[src/rtl/core_lsu.sv]
// core_lsu: load/store unit fed by the execute-stage ALU sum.
// Accepts one load/store at a time, runs a req/gnt/rvalid handshake on the
// data bus, builds byte enables and lane-replicated store data, extracts and
// extends load data, and returns one response pulse per accepted operation.
//
// Ports:
//   clk_i, rst_i        clock, synchronous active-high reset
//   req_valid_i/ready_o execute-stage request handshake (ready only in IDLE)
//   is_store_i          1 = store, 0 = load
//   funct3_i            RV32I width/sign field
//   addr_i, wdata_i     effective address, store data (rs2)
//   resp_valid_o        one-cycle completion pulse
//   rdata_o, error_o    load result and error flag, held until next response
//   mem_*_o             data bus request, write enable, byte enables,
//                       word address, store data
//   mem_gnt_i           bus accepted the request
//   mem_rvalid_i        read data / write acknowledge
//   mem_rdata_i         read data word
module core_lsu (
  input  logic        clk_i,
  input  logic        rst_i,
  input  logic        req_valid_i,
  output logic        req_ready_o,
  input  logic        is_store_i,
  input  logic [2:0]  funct3_i,
  input  logic [31:0] addr_i,
  input  logic [31:0] wdata_i,
  output logic        resp_valid_o,
  output logic [31:0] rdata_o,
  output logic        error_o,
  output logic        mem_req_o,
  output logic        mem_we_o,
  output logic [3:0]  mem_be_o,
  output logic [31:0] mem_addr_o,
  output logic [31:0] mem_wdata_o,
  input  logic        mem_gnt_i,
  input  logic        mem_rvalid_i,
  input  logic [31:0] mem_rdata_i
);

  localparam logic [1:0] S_IDLE = 2'd0;
  localparam logic [1:0] S_REQ  = 2'd1;
  localparam logic [1:0] S_WAIT = 2'd2;
  localparam logic [1:0] S_RESP = 2'd3;

  logic [1:0]  state_q;
  logic        is_store_q;
  logic [2:0]  funct3_q;
  logic [1:0]  off_q;
  logic [3:0]  be_q;
  logic [31:0] addr_q;
  logic [31:0] wdata_q;
  logic [31:0] rdata_q;
  logic        error_q;

  logic        accept;
  logic        req_err;
  logic [3:0]  req_be;
  logic [31:0] req_wdata;
  logic [7:0]  ld_byte;
  logic [15:0] ld_half;
  logic [31:0] load_ext;
  logic        in_req;

  assign accept = req_valid_i && req_ready_o;

  // Decode of the incoming request: width from funct3[1:0], alignment
  // against addr[1:0]. Loads 6/7 and stores 4..7 are unsupported.
  always_comb begin
    req_err   = 1'b0;
    req_be    = '0;
    req_wdata = wdata_i;
    case (funct3_i[1:0])
      2'd0: begin
        req_be    = 4'b0001 << addr_i[1:0];
        req_wdata = {4{wdata_i[7:0]}};
      end
      2'd1: begin
        req_be    = addr_i[1] ? 4'b1100 : 4'b0011;
        req_wdata = {2{wdata_i[15:0]}};
        req_err   = addr_i[0];
      end
      2'd2: begin
        req_be  = 4'b1111;
        req_err = |addr_i[1:0];
      end
      default: begin
        req_be  = '0;
        req_err = 1'b1;
      end
    endcase
    if (funct3_i[2] && (is_store_i || funct3_i[1])) begin
      req_err = 1'b1;
    end
  end

  // Lane selection and extension of the returned read word.
  always_comb begin
    ld_byte = mem_rdata_i[7:0];
    case (off_q)
      2'd0:    ld_byte = mem_rdata_i[7:0];
      2'd1:    ld_byte = mem_rdata_i[15:8];
      2'd2:    ld_byte = mem_rdata_i[23:16];
      default: ld_byte = mem_rdata_i[31:24];
    endcase
    ld_half = off_q[1] ? mem_rdata_i[31:16] : mem_rdata_i[15:0];
    case (funct3_q)
      3'd0:    load_ext = {{24{ld_byte[7]}}, ld_byte};
      3'd1:    load_ext = {{16{ld_half[15]}}, ld_half};
      3'd4:    load_ext = {24'd0, ld_byte};
      3'd5:    load_ext = {16'd0, ld_half};
      default: load_ext = mem_rdata_i;
    endcase
  end

  always_ff @(posedge clk_i) begin
    if (rst_i) begin
      state_q    <= S_IDLE;
      is_store_q <= 1'b0;
      funct3_q   <= '0;
      off_q      <= '0;
      be_q       <= '0;
      addr_q     <= '0;
      wdata_q    <= '0;
      rdata_q    <= '0;
      error_q    <= 1'b0;
    end else begin
      case (state_q)
        S_IDLE: begin
          if (accept) begin
            is_store_q <= is_store_i;
            funct3_q   <= funct3_i;
            off_q      <= addr_i[1:0];
            be_q       <= req_be;
            addr_q     <= {addr_i[31:2], 2'b00};
            wdata_q    <= req_wdata;
            if (req_err) begin
              // Erroring accesses skip the bus and respond next cycle.
              rdata_q <= '0;
              error_q <= 1'b1;
              state_q <= S_RESP;
            end else begin
              state_q <= S_REQ;
            end
          end
        end
        S_REQ: begin
          if (mem_gnt_i) begin
            state_q <= S_WAIT;
          end
        end
        S_WAIT: begin
          if (mem_rvalid_i) begin
            error_q <= 1'b0;
            if (!is_store_q) begin
              rdata_q <= load_ext;
            end
            state_q <= S_RESP;
          end
        end
        default: begin
          state_q <= S_IDLE;
        end
      endcase
    end
  end

  assign in_req       = (state_q == S_REQ);
  assign req_ready_o  = (state_q == S_IDLE);
  assign resp_valid_o = (state_q == S_RESP);
  assign rdata_o      = rdata_q;
  assign error_o      = error_q;
  assign mem_req_o    = in_req;
  assign mem_we_o     = in_req && is_store_q;
  assign mem_be_o     = in_req ? be_q    : '0;
  assign mem_addr_o   = in_req ? addr_q  : '0;
  assign mem_wdata_o  = in_req ? wdata_q : '0;

endmodule
[config.mk]
export PLATFORM = sky130hd
export DESIGN_NAME = core_lsu
export DESIGN_NICKNAME = d
export VERILOG_FILES = /design/src/rtl/core_lsu.sv
export SDC_FILE = /design/constraint.sdc
export NUM_CORES = 1
export LEC_CHECK = 0
export ABC_AREA = 1
export CAP_MARGIN = 20
export CORE_MARGIN = 3
export CORE_UTILIZATION = 48
export CTS_CLUSTER_DIAMETER = 80
export CTS_CLUSTER_SIZE = 28
export DETAILED_ROUTE_END_ITERATION = 12
export GPL_TIMING_DRIVEN = 0
export PLACE_DENSITY = 0.91
export RECOVER_POWER = 50
export SLEW_MARGIN = 20
export SYNTH_ARGS = -nofsm -noshare
export SYNTH_HDL_FRONTEND = slang
export SYNTH_SLANG_ARGS = --single-unit
[constraint.sdc]
create_clock -name clk_i -period 4.9 [get_ports clk_i]
set_clock_uncertainty 0.15 [all_clocks]
set_input_delay 0.735 -clock clk_i [delete_from_list [all_inputs] [get_ports clk_i]]
set_output_delay 0.735 -clock clk_i [all_outputs]
set_load 0.02 [all_outputs]
==> reports/qor.yml, run 1 <==
detailed_routing:
  vias_per_cell: 5.21
  drc: 0
  wl_met1_um: 7630
  routed-wl-met2_um: 8630
  top_layer: "met5"
  ant_nets: 0
  routed-via-count: 6390
  drt-initial-drc-count: 467
  dr_wl_met3_um: 1590
  drt_pass1_iterations: 5
  avgRoutedWirePerCell_um: 15.0
  routed_wl_um: 18400
clock_tree:
  clk_pin_slew_ns: 0.07
  cts_resized: 0
  clock-root-buffer: "clkbuf_16"
  cts_tree: "done"
  numCtsBuffers: 9
  htreeDepth: 3
  clk_path_buf_depth: 2
  holdBufCountCts: 0
  clock-sinks: 107
  post_cts_buffers: 0
  clock_latency_ns: 0.35
timing:
  finalSetupTns_ns: 0
  fmax_mhz: 272
  slew_headroom_pct: 64.6
  worst_pin_slew_ns: 0.531
  grt_setup_unrepaired: "false"
  slew_violations: 0
  hold_violations: 0
  setup_viol: 0
  period_minus_slack_ns: 3.67
  timing.final.crit_share_pct: 74.9
layout:
  final-instance-count-excl-fill: 1226
  fillers: 912
  final_nets: 1190
  stdcell_area_um2: 8050
  layout-drive-gt1-share_pct: 4.33
  antenna_cells: 0
  areaGrowthSynthToFinish_pct: 44.9
yosys:
  synthArstFlopShare_pct: 0
  yosys_warnings: 0
  synthAdderAreaFrac_pct: 0.901
  syn_avg_cell_area_um2: 6.44
  synth_largest_area_cell: "dfxtp_1"
  synth_xor_area_share_pct: 0
  synth_most_common_cell: "nand2_1"
  synth_area_leaders: "dfxtp_1 39%, nand2_1 12%, nor2_1 9.1%"
  synth-simple-area-share_pct: 28.4
  synth_top_family_by_area: "simple AND/OR/NAND/NOR gates"
  synth-compound-area-share_pct: 18.2
  synthTopCellsByCount: "174 x nand2_1, 134 x nor2_1, 117 x inv_1"
  synth_top_flop_cell: "dfxtp_1"
  ys_seq_elements: 107
  synth_top_area_share_pct: 38.6
  ys_seq_area_share_pct: 38.6
  syn_inst: 863
  synth-edff-count: 0
  synth_area_um2: 5550
  synth_mux_area_share_pct: 0
  synth_cell_types: 28
floorplan:
  start_util_pct: 50.1
  die_area_um2: 12900
  core_region_area_um2: 11100
  die_h_um: 114
  std_cell_rows: 38
  fp.dieW_um: 114
  num_io_pins: 210
setup_path:
  worstSetupPathType: "register to output pin"
  startpoint: "state_q[1]"
  r2r_cells: 8
  cp-end-kind: "output pin"
  cp.arrival_ns: 2.79
  r2r_start: "state_q[0]"
  start_kind: "register"
  crit_required_ns: 4.01
  worstPathMaxFanout: 10
power_and_ir_drop:
  p_per_area_nw_per_um2: 474
  pwr-share-clk_pct: 18.6
  p_int_w: 0.00218
  switching_share_pct: 42.7
  combinationalPowerShare_pct: 49.6
  ir_worst_vdd_mv: 0.290
  power.switching_w: 0.00163
  total_leakage_power_nw: 3.90
  seqPwrFrac_pct: 31.8
placement:
  place_area_um2: 7790
  gp_congestion: 0.958
  portBuffers: 206
  place.detailed.hpwl_um: 14200
  place_inst: 1210
grt:
  grt_max_degree: 18
  grt_util_all_layers_pct: 28.3
  overflow: 0
  first_global_vias: 5998
  grt_pass1_wl_um: 29500
  antenna_found_initial: 1
status:
  status: "completed"
job:
  cap_violations: 0
worst_hold_path:
  min-delay-start: "error_o"
  min_path_type: "register to register"
  whs_path_depth: 2
flip-flops by register name (all words and copies together) (netlist names):
signal      cells
be_q            4
off_q           2
state_q         2
error_o         1
rdata_o        32
wdata_q        32
is_store_q      1
addr_q         30
funct3_q        3
worst max-delay path: stages (launching register included):
cell	delay, ns
dfxtp_1	0.34
inv_1	0.08
ha_1	0.15
clkbuf_1	0.22
clkbuf_1	0.37
clkbuf_1	0.47
nand2_1	0.14
inv_1	0.08
clkdlybuf4s50_1	0.60
per-layer routing:
metal  up-vias  global-route usage [%]
li1       3150                       -
met1      2861                    36.7
met2       326                    46.1
met3        51                    6.15
met4         2                    10.7
met5         -                       0
cell type report:
type,instances,area (um^2),area share [%]
Clock inverter,4,32.5,0.404
Sequential cell,107,2140,26.6
Tap cell,140,175,2.18
Inverter,123,462,5.74
Buffer,59,284,3.53
Timing Repair Buffer,206,2060,25.6
Clock buffer,12,256,3.19
Multi-Input combinational cell,575,2640,32.7
final timing paths:
check | end | slack, ns
worst max register to register | be_q[1] | 2.24
worst min-delay path | error_o | 0.31
worst max-delay path | mem_wdata_o[5] | 1.23
worst min register to register | error_o | 0.31
power by group through the flow:
stage	logic (W)	registers, W	clock network [W]
after floorplan	0.00116	0.00128	0
after global placement	0.00189	0.00122	0
after detailed placement	0.00192	0.00123	0
after CTS	0.00193	0.00122	0.000718
after global routing	0.00209	0.00124	0.000754
final	0.00189	0.00121	0.000708
placed cells by master, fill, tap and decap left out, types with 5 or more instances in the layout:
master           instances
nor2_1                 135
buf_2                   11
o21ai_0                 89
clkbuf_1                39
nand4_1                  5
a21oi_1                 75
clkdlybuf4s50_1        171
dfxtp_1                107
o211ai_1                18
a31oi_1                  9
clkbuf_16                9
nand2_1                174
dlygate4sd3_1           35
nand3_1                 53
inv_1                  118
buf_4                    5
through the flow:
stage | util [%] | hold WS (ns) | power (W) | setup slack, ns
2_1_floorplan | - | 0.296 | 0.00245 | 2.39
3_3_place_gp | 70.4 | 0.300 | 0.00311 | 1.58
3_5_place_dp | 70.4 | 0.306 | 0.00315 | 1.57
4_1_cts | 73.0 | 0.315 | 0.00386 | 1.16
5_1_grt | 72.7 | 0.330 | 0.00408 | 0.943
6_report | 72.7 | 0.312 | 0.00381 | 1.23
cell families after synthesis:
logic type / Yosys count
adder cells (fa/ha/maj): 4
AND/OR/NAND/NOR: 378
other: 1
AO/OA/AOI/OAI: 191
buffers and inverters: 182
flip-flops: 107
(Power assumes the default switching activity.)
==> inputs of run 2 (changes only) <==
CORE_UTILIZATION = 45   (was 48)
PLACE_DENSITY = 0.86   (was 0.91)
clock period = 3.6 ns   (was 4.9 ns; I/O delays follow)
==> run 2 against run 1 <==
Clock power increased by 38%; sequential share of layout area decreased by 0.11 points; non-clock buffer count unchanged; utilization is 3.9 points lower; final cell count rose by 2.0%; die area rose by 6.3%; hold slack worse by 0.0014 ns; routed wire length is 1.3% higher.
==> reports/qor.yml, run 2 (same netlist as run 1, synthesis figures left out) <==
setup_path:
  reg2reg_to: "wdata_q[23]"  # was be_q[1]
  worstPathMaxFanout: 10  # unchanged
  start_kind: "register"  # unchanged
  cp-end-kind: "output pin"  # unchanged
  r2r_start: "state_q[1]"  # was state_q[0]
  critPathSlowestCell: "clkdlybuf4s50_1"  # unchanged
  crit_required_ns: 2.91  # was 4.01 ns
  r2r_cells: 9  # was 8
  cp_top_family: "buffers and inverters"  # unchanged
  reg2reg_slack_ns: 0.95  # was 2.24 ns
  worstSetupPathType: "register to output pin"  # unchanged
  path_buf_inv: 6  # unchanged
  crit_path_cell_trace: "inv_1 > ha_1 > clkbuf_1 > clkbuf_1 > clkbuf_2 > nand2_1 > inv_1 > clkdlybuf4s50_1"  # was inv_1 > ha_1 > clkbuf_1 > clkbuf_1 > clkbuf_1 > nand2_1 > inv_1 > clkdlybuf4s50_1
  cp.arrival_ns: 2.69  # was 2.79 ns
  slowest_delay_ns: 0.59  # was 0.60 ns
detailed_routing:
  ant_nets: 0  # unchanged
  avgRoutedWirePerCell_um: 14.9  # was 15.0 um
  vias_per_cell: 5.09  # was 5.21
  drc: 0  # unchanged
  routed-via-count: 6362  # was 6,390
  drt_pass1_iterations: 4  # was 5
  routed_wl_um: 18700  # was 18,400 um
  drt-initial-drc-count: 422  # was 467
timing:
  slew_headroom_pct: 61.7  # was 64.6%
  setup_viol: 0  # unchanged
  slew_violations: 0  # unchanged
  finalSetupTns_ns: 0  # unchanged
  fmax_mhz: 296
  worst_pin_slew_ns: 0.574  # was 0.531 ns
  timing.final.crit_share_pct: 94.0
  hold_violations: 0  # unchanged
  period_minus_slack_ns: 3.38
  layout_setup_ws_ns: 0.217  # was 1.23 ns
  grt_setup_unrepaired: "false"  # unchanged
floorplan:
  start_util_pct: 47.2  # was 50.1%
  std_cell_rows: 39  # was 38
  num_io_pins: 210  # unchanged
  core_region_area_um2: 11800  # was 11,100 um^2
  die_area_um2: 13700  # was 12,900 um^2
  fp.dieW_um: 117  # was 114 um
  die_h_um: 117  # was 114 um
power_and_ir_drop:
  p_per_area_nw_per_um2: 642  # was 474 nW/um^2
  ir_worst_vdd_mv: 0.358  # was 0.290 mV
  total_leakage_power_nw: 3.91  # was 3.90 nW
job:
  cap_violations: 0  # unchanged
clock_tree:
  clk_path_buf_depth: 2  # unchanged
  htreeDepth: 3  # unchanged
  clock-root-buffer: "clkbuf_16"  # unchanged
  numCtsBuffers: 9  # unchanged
  clock_latency_ns: 0.35  # about the same
  cts_tree: "done"  # unchanged
  clk_pin_slew_ns: 0.08  # was 0.07 ns
  cts_resized: 0  # unchanged
  holdBufCountCts: 0  # unchanged
  clock-sinks: 107  # unchanged
  post_cts_buffers: 0  # unchanged
grt:
  grt_max_degree: 19  # was 18
  first_global_vias: 5823  # was 5,998
  grt_pass1_wl_um: 29000  # was 29,500 um
  overflow: 0  # unchanged
  antenna_found_initial: 1  # unchanged
  grt_util_all_layers_pct: 26.6  # was 28.3%
layout:
  areaGrowthSynthToFinish_pct: 45.5  # was 44.9%
  layout_commonest_cell: "nand2_1"  # unchanged
  final_nets: 1190  # unchanged
  final_cell_mix: "176 x nand2_1, 172 x clkdlybuf4s50_1, 135 x nor2_1"  # was 174 x nand2_1, 171 x clkdlybuf4s50_1, 135 x nor2_1
  final-instance-count-excl-fill: 1251  # was 1,226
  layout-drive-gt1-share_pct: 4.51  # was 4.33%
placement:
  portBuffers: 206  # unchanged
  place.detailed.hpwl_um: 14200  # about the same
  place_inst: 1234  # was 1,210
  post-place-ws_ns: 0.417  # was 1.57 ns
  gp_congestion: 0.939  # was 0.958
worst_hold_path:
  min-delay-start: "rdata_o[30]"  # was error_o
  min_path_type: "register to register"  # unchanged
  whs_path_depth: 2  # unchanged
  holdPathEnd: "rdata_o[30]"  # was error_o
status:
  status: "completed"  # unchanged
[run 2: report_power, final]
group | total, W | internal, W | switching (W) | leakage [nW]
clock | 0.000974 | 0.000496 | 0.000478 | 0.136
sequential | 0.00166 | 0.00149 | 0.000169 | 0.881
combinational | 0.00256 | 0.000963 | 0.00160 | 2.89
[run 2: worst max path at each step]
stage | cells after the start | startpoint | endpoint
final | 8 | state_q[1] | mem_wdata_o[30]
after detailed placement | 8 | state_q[1] | mem_wdata_o[30]
after global placement | 8 | state_q[1] | mem_wdata_o[30]
after global routing | 8 | state_q[1] | mem_wdata_o[30]
after floorplan | 7 | state_q[1] | mem_wdata_o[10]
after CTS | 8 | state_q[1] | mem_wdata_o[30]
[run 2: area by class of cell]
class	count	area, um^2
Inverter	123	462
Multi-Input combinational cell	575	2640
Sequential cell	107	2140
Buffer	59	283
Timing Repair Buffer	206	2060
Antenna cell	1	2.50
Fill cell	1075	3680
Clock inverter	6	46.3
Clock buffer	10	239
Tap cell	164	205
[run 2: worst min-delay path, cell delays in order, from the launching register on]
cell and delay, ns:
dfxtp_1 0.31, nand2_1 0.06, a21oi_1 0.05
[run 2: stage by stage]
step / cell area (um^2) / total power, W / utilization, % / hold slack [ns]
6_report: 8080 / 0.00519 / 68.7 / 0.311
5_1_grt: 8080 / 0.00556 / 68.7 / 0.338
4_1_cts: 8110 / 0.00526 / 69.0 / 0.317
3_5_place_dp: 7830 / 0.00430 / 66.5 / 0.305
3_3_place_gp: 7830 / 0.00424 / 66.5 / 0.300
2_1_floorplan: 5560 / 0.00333 / - / 0.296
[run 2: per-layer routing]
metal  part of all wire, %  track usage, %
met4                   1.5            5.89
met3                   8.6            6.99
met1                    43            34.9
met2                    47            44.2
met5                     0               0
==> inputs of run 3 (changes only) <==
MAX_ROUTING_LAYER = met4   (was not set)
==> run 3 against run 2 <==
Routed wire length decreased by 1.0%; critical path depth did not move; sequential power barely moved; sequential share of layout area grew 0.053 points; design area is 0.20% lower.
==> reports/qor.yml, run 3 (same netlist as run 1, synthesis figures left out) <==
status:
  status: "completed"  # unchanged
setup_path:
  start_kind: "register"  # unchanged
  critPathSlowestCell: "clkdlybuf4s50_1"  # unchanged
  worstPathMaxFanout: 10  # unchanged
  cp.arrival_ns: 2.73  # was 2.69 ns
  cp-end-kind: "output pin"  # unchanged
  cp_top_family: "buffers and inverters"  # unchanged
  slowest_delay_ns: 0.63  # was 0.59 ns
  worstSetupPathType: "register to output pin"  # unchanged
  crit_path_cell_trace: "inv_1 > ha_1 > clkbuf_1 > clkbuf_1 > clkbuf_2 > nand2_1 > inv_1 > clkdlybuf4s50_1"  # unchanged
  path_buf_inv: 6  # unchanged
  crit_required_ns: 2.91  # about the same
floorplan:
  start_util_pct: 47.2  # unchanged
  core_region_area_um2: 11800  # unchanged
  std_cell_rows: 39  # unchanged
  fp.dieW_um: 117  # unchanged
  die_h_um: 117  # unchanged
  die_area_um2: 13700  # unchanged
  num_io_pins: 210  # unchanged
grt:
  grt_max_degree: 17  # was 19
  grt_pass1_wl_um: 28800  # was 29,000 um
  antenna_found_initial: 1  # unchanged
  overflow: 0  # unchanged
  first_global_vias: 5887  # was 5,823
  grt_util_all_layers_pct: 27.3  # was 26.6%
clock_tree:
  numCtsBuffers: 9  # unchanged
  htreeDepth: 3  # unchanged
  clk_pin_slew_ns: 0.07  # was 0.08 ns
  clock-sinks: 107  # unchanged
  clock-root-buffer: "clkbuf_16"  # unchanged
  clock_latency_ns: 0.34  # was 0.35 ns
  holdBufCountCts: 0  # unchanged
  clk_path_buf_depth: 2  # unchanged
  cts_tree: "done"  # unchanged
timing:
  holdWs_ns: 0.314  # was 0.311 ns
  hold_violations: 0  # unchanged
  worst_pin_slew_ns: 0.568  # was 0.574 ns
  grt_setup_unrepaired: "false"  # unchanged
  slew_headroom_pct: 62.1  # was 61.7%
  slew_violations: 0  # unchanged
  fmax_mhz: 292  # was 296 MHz
  setup_viol: 0  # unchanged
  finalSetupTns_ns: 0  # unchanged
  period_minus_slack_ns: 3.42  # was 3.38 ns
  timing.final.crit_share_pct: 95.0  # was 94.0%
layout:
  final_nets: 1190  # unchanged
  final-instance-count-excl-fill: 1251  # unchanged
  fillers: 1052  # was 1,075
  layout-drive-gt1-share_pct: 4.33  # was 4.51%
  layout_commonest_cell: "nand2_1"  # unchanged
  finalCoreUtilization_pct: 68.6  # was 68.7%
  areaGrowthSynthToFinish_pct: 45.2  # was 45.5%
  final_cell_mix: "175 x nand2_1, 172 x clkdlybuf4s50_1, 134 x nor2_1"  # was 176 x nand2_1, 172 x clkdlybuf4s50_1, 135 x nor2_1
placement:
  gp_congestion: 0.982  # was 0.939
  place.detailed.hpwl_um: 14200  # about the same
  portBuffers: 206  # unchanged
  place_inst: 1234  # unchanged
job:
  cap_violations: 0  # unchanged
power_and_ir_drop:
  ir_worst_vdd_mv: 0.292  # was 0.358 mV
  p_per_area_nw_per_um2: 638  # was 642 nW/um^2
  total_leakage_power_nw: 3.90  # was 3.91 nW
detailed_routing:
  routed-wl-met2_um: 8460  # was 8820 um
  wl_met1_um: 8100  # was 7950 um
  dr_wl_met3_um: 1440  # was 1600 um
  vias_per_cell: 5.02  # was 5.09
  top_layer: "met4"  # unchanged
  routed_wl_um: 18500  # was 18,700 um
  ant_nets: 0  # unchanged
  drt_pass1_iterations: 5  # was 4
  drt-initial-drc-count: 449  # was 422
  drc: 0  # unchanged
  avgRoutedWirePerCell_um: 14.8  # was 14.9 um
  routed-via-count: 6277  # was 6,362
worst_hold_path:
  min_path_type: "register to register"  # unchanged
-- run 3: metrics by stage --
stage	setup slack (ns)	power (W)	area (um^2)
after floorplan	1.28	0.00333	5560
after CTS	0.0405	0.00522	8100
final	0.181	0.00515	8070
after global routing	0.0309	0.00551	8070
after global placement	0.411	0.00424	7830
after detailed placement	0.406	0.00428	7830
-- run 3: path summary, 6_finish.rpt --
check	to	start	slack [ns]	depth (start not counted)
hold reg to reg	rdata_o[26]	rdata_o[26]	0.31	2
setup reg to reg	be_q[3]	state_q[0]	0.99	8
setup / recovery	mem_wdata_o[23]	state_q[1]	0.18	8
hold / removal	rdata_o[26]	rdata_o[26]	0.31	2
-- run 3: report_power, final --
part           switching, W  internal (W)  total [W]
logic               0.00160      0.000966    0.00256
clock network      0.000444      0.000489   0.000932
registers          0.000165       0.00149    0.00165
-- run 3: routing by layer --
metal  track usage, %  vias up
li1                 -     3158
met1             36.3     2797
met2             42.1      287
met3             4.11       35
met4             9.94        0
met5                -        -
-- run 3: area by class of cell --
cell class / instances / area [um^2] / share of cell area (%)
diodes: 1 / 2.50 / 0.0310
well taps: 164 / 205 / 2.54
inverters: 123 / 462 / 5.72
clock buffers: 12 / 246 / 3.06
multi-input cells: 575 / 2640 / 32.7
repair buffers: 206 / 2060 / 25.6
plain buffers: 59 / 279 / 3.46
clock inverters: 4 / 26.3 / 0.326
flip-flops and latches: 107 / 2140 / 26.6
-- run 3: timing repair --
action / 4_1_cts / 5_1_grt
endpoints found under the setup margin: 2 / 10
setup buffers: 0 / 0
resized for setup: 1 / 2
-- run 3: worst min-delay path: stages, from the launching register on --
cell,delay [ns]
dfxtp_1,0.31
nand2_1,0.06
a21oi_1,0.05
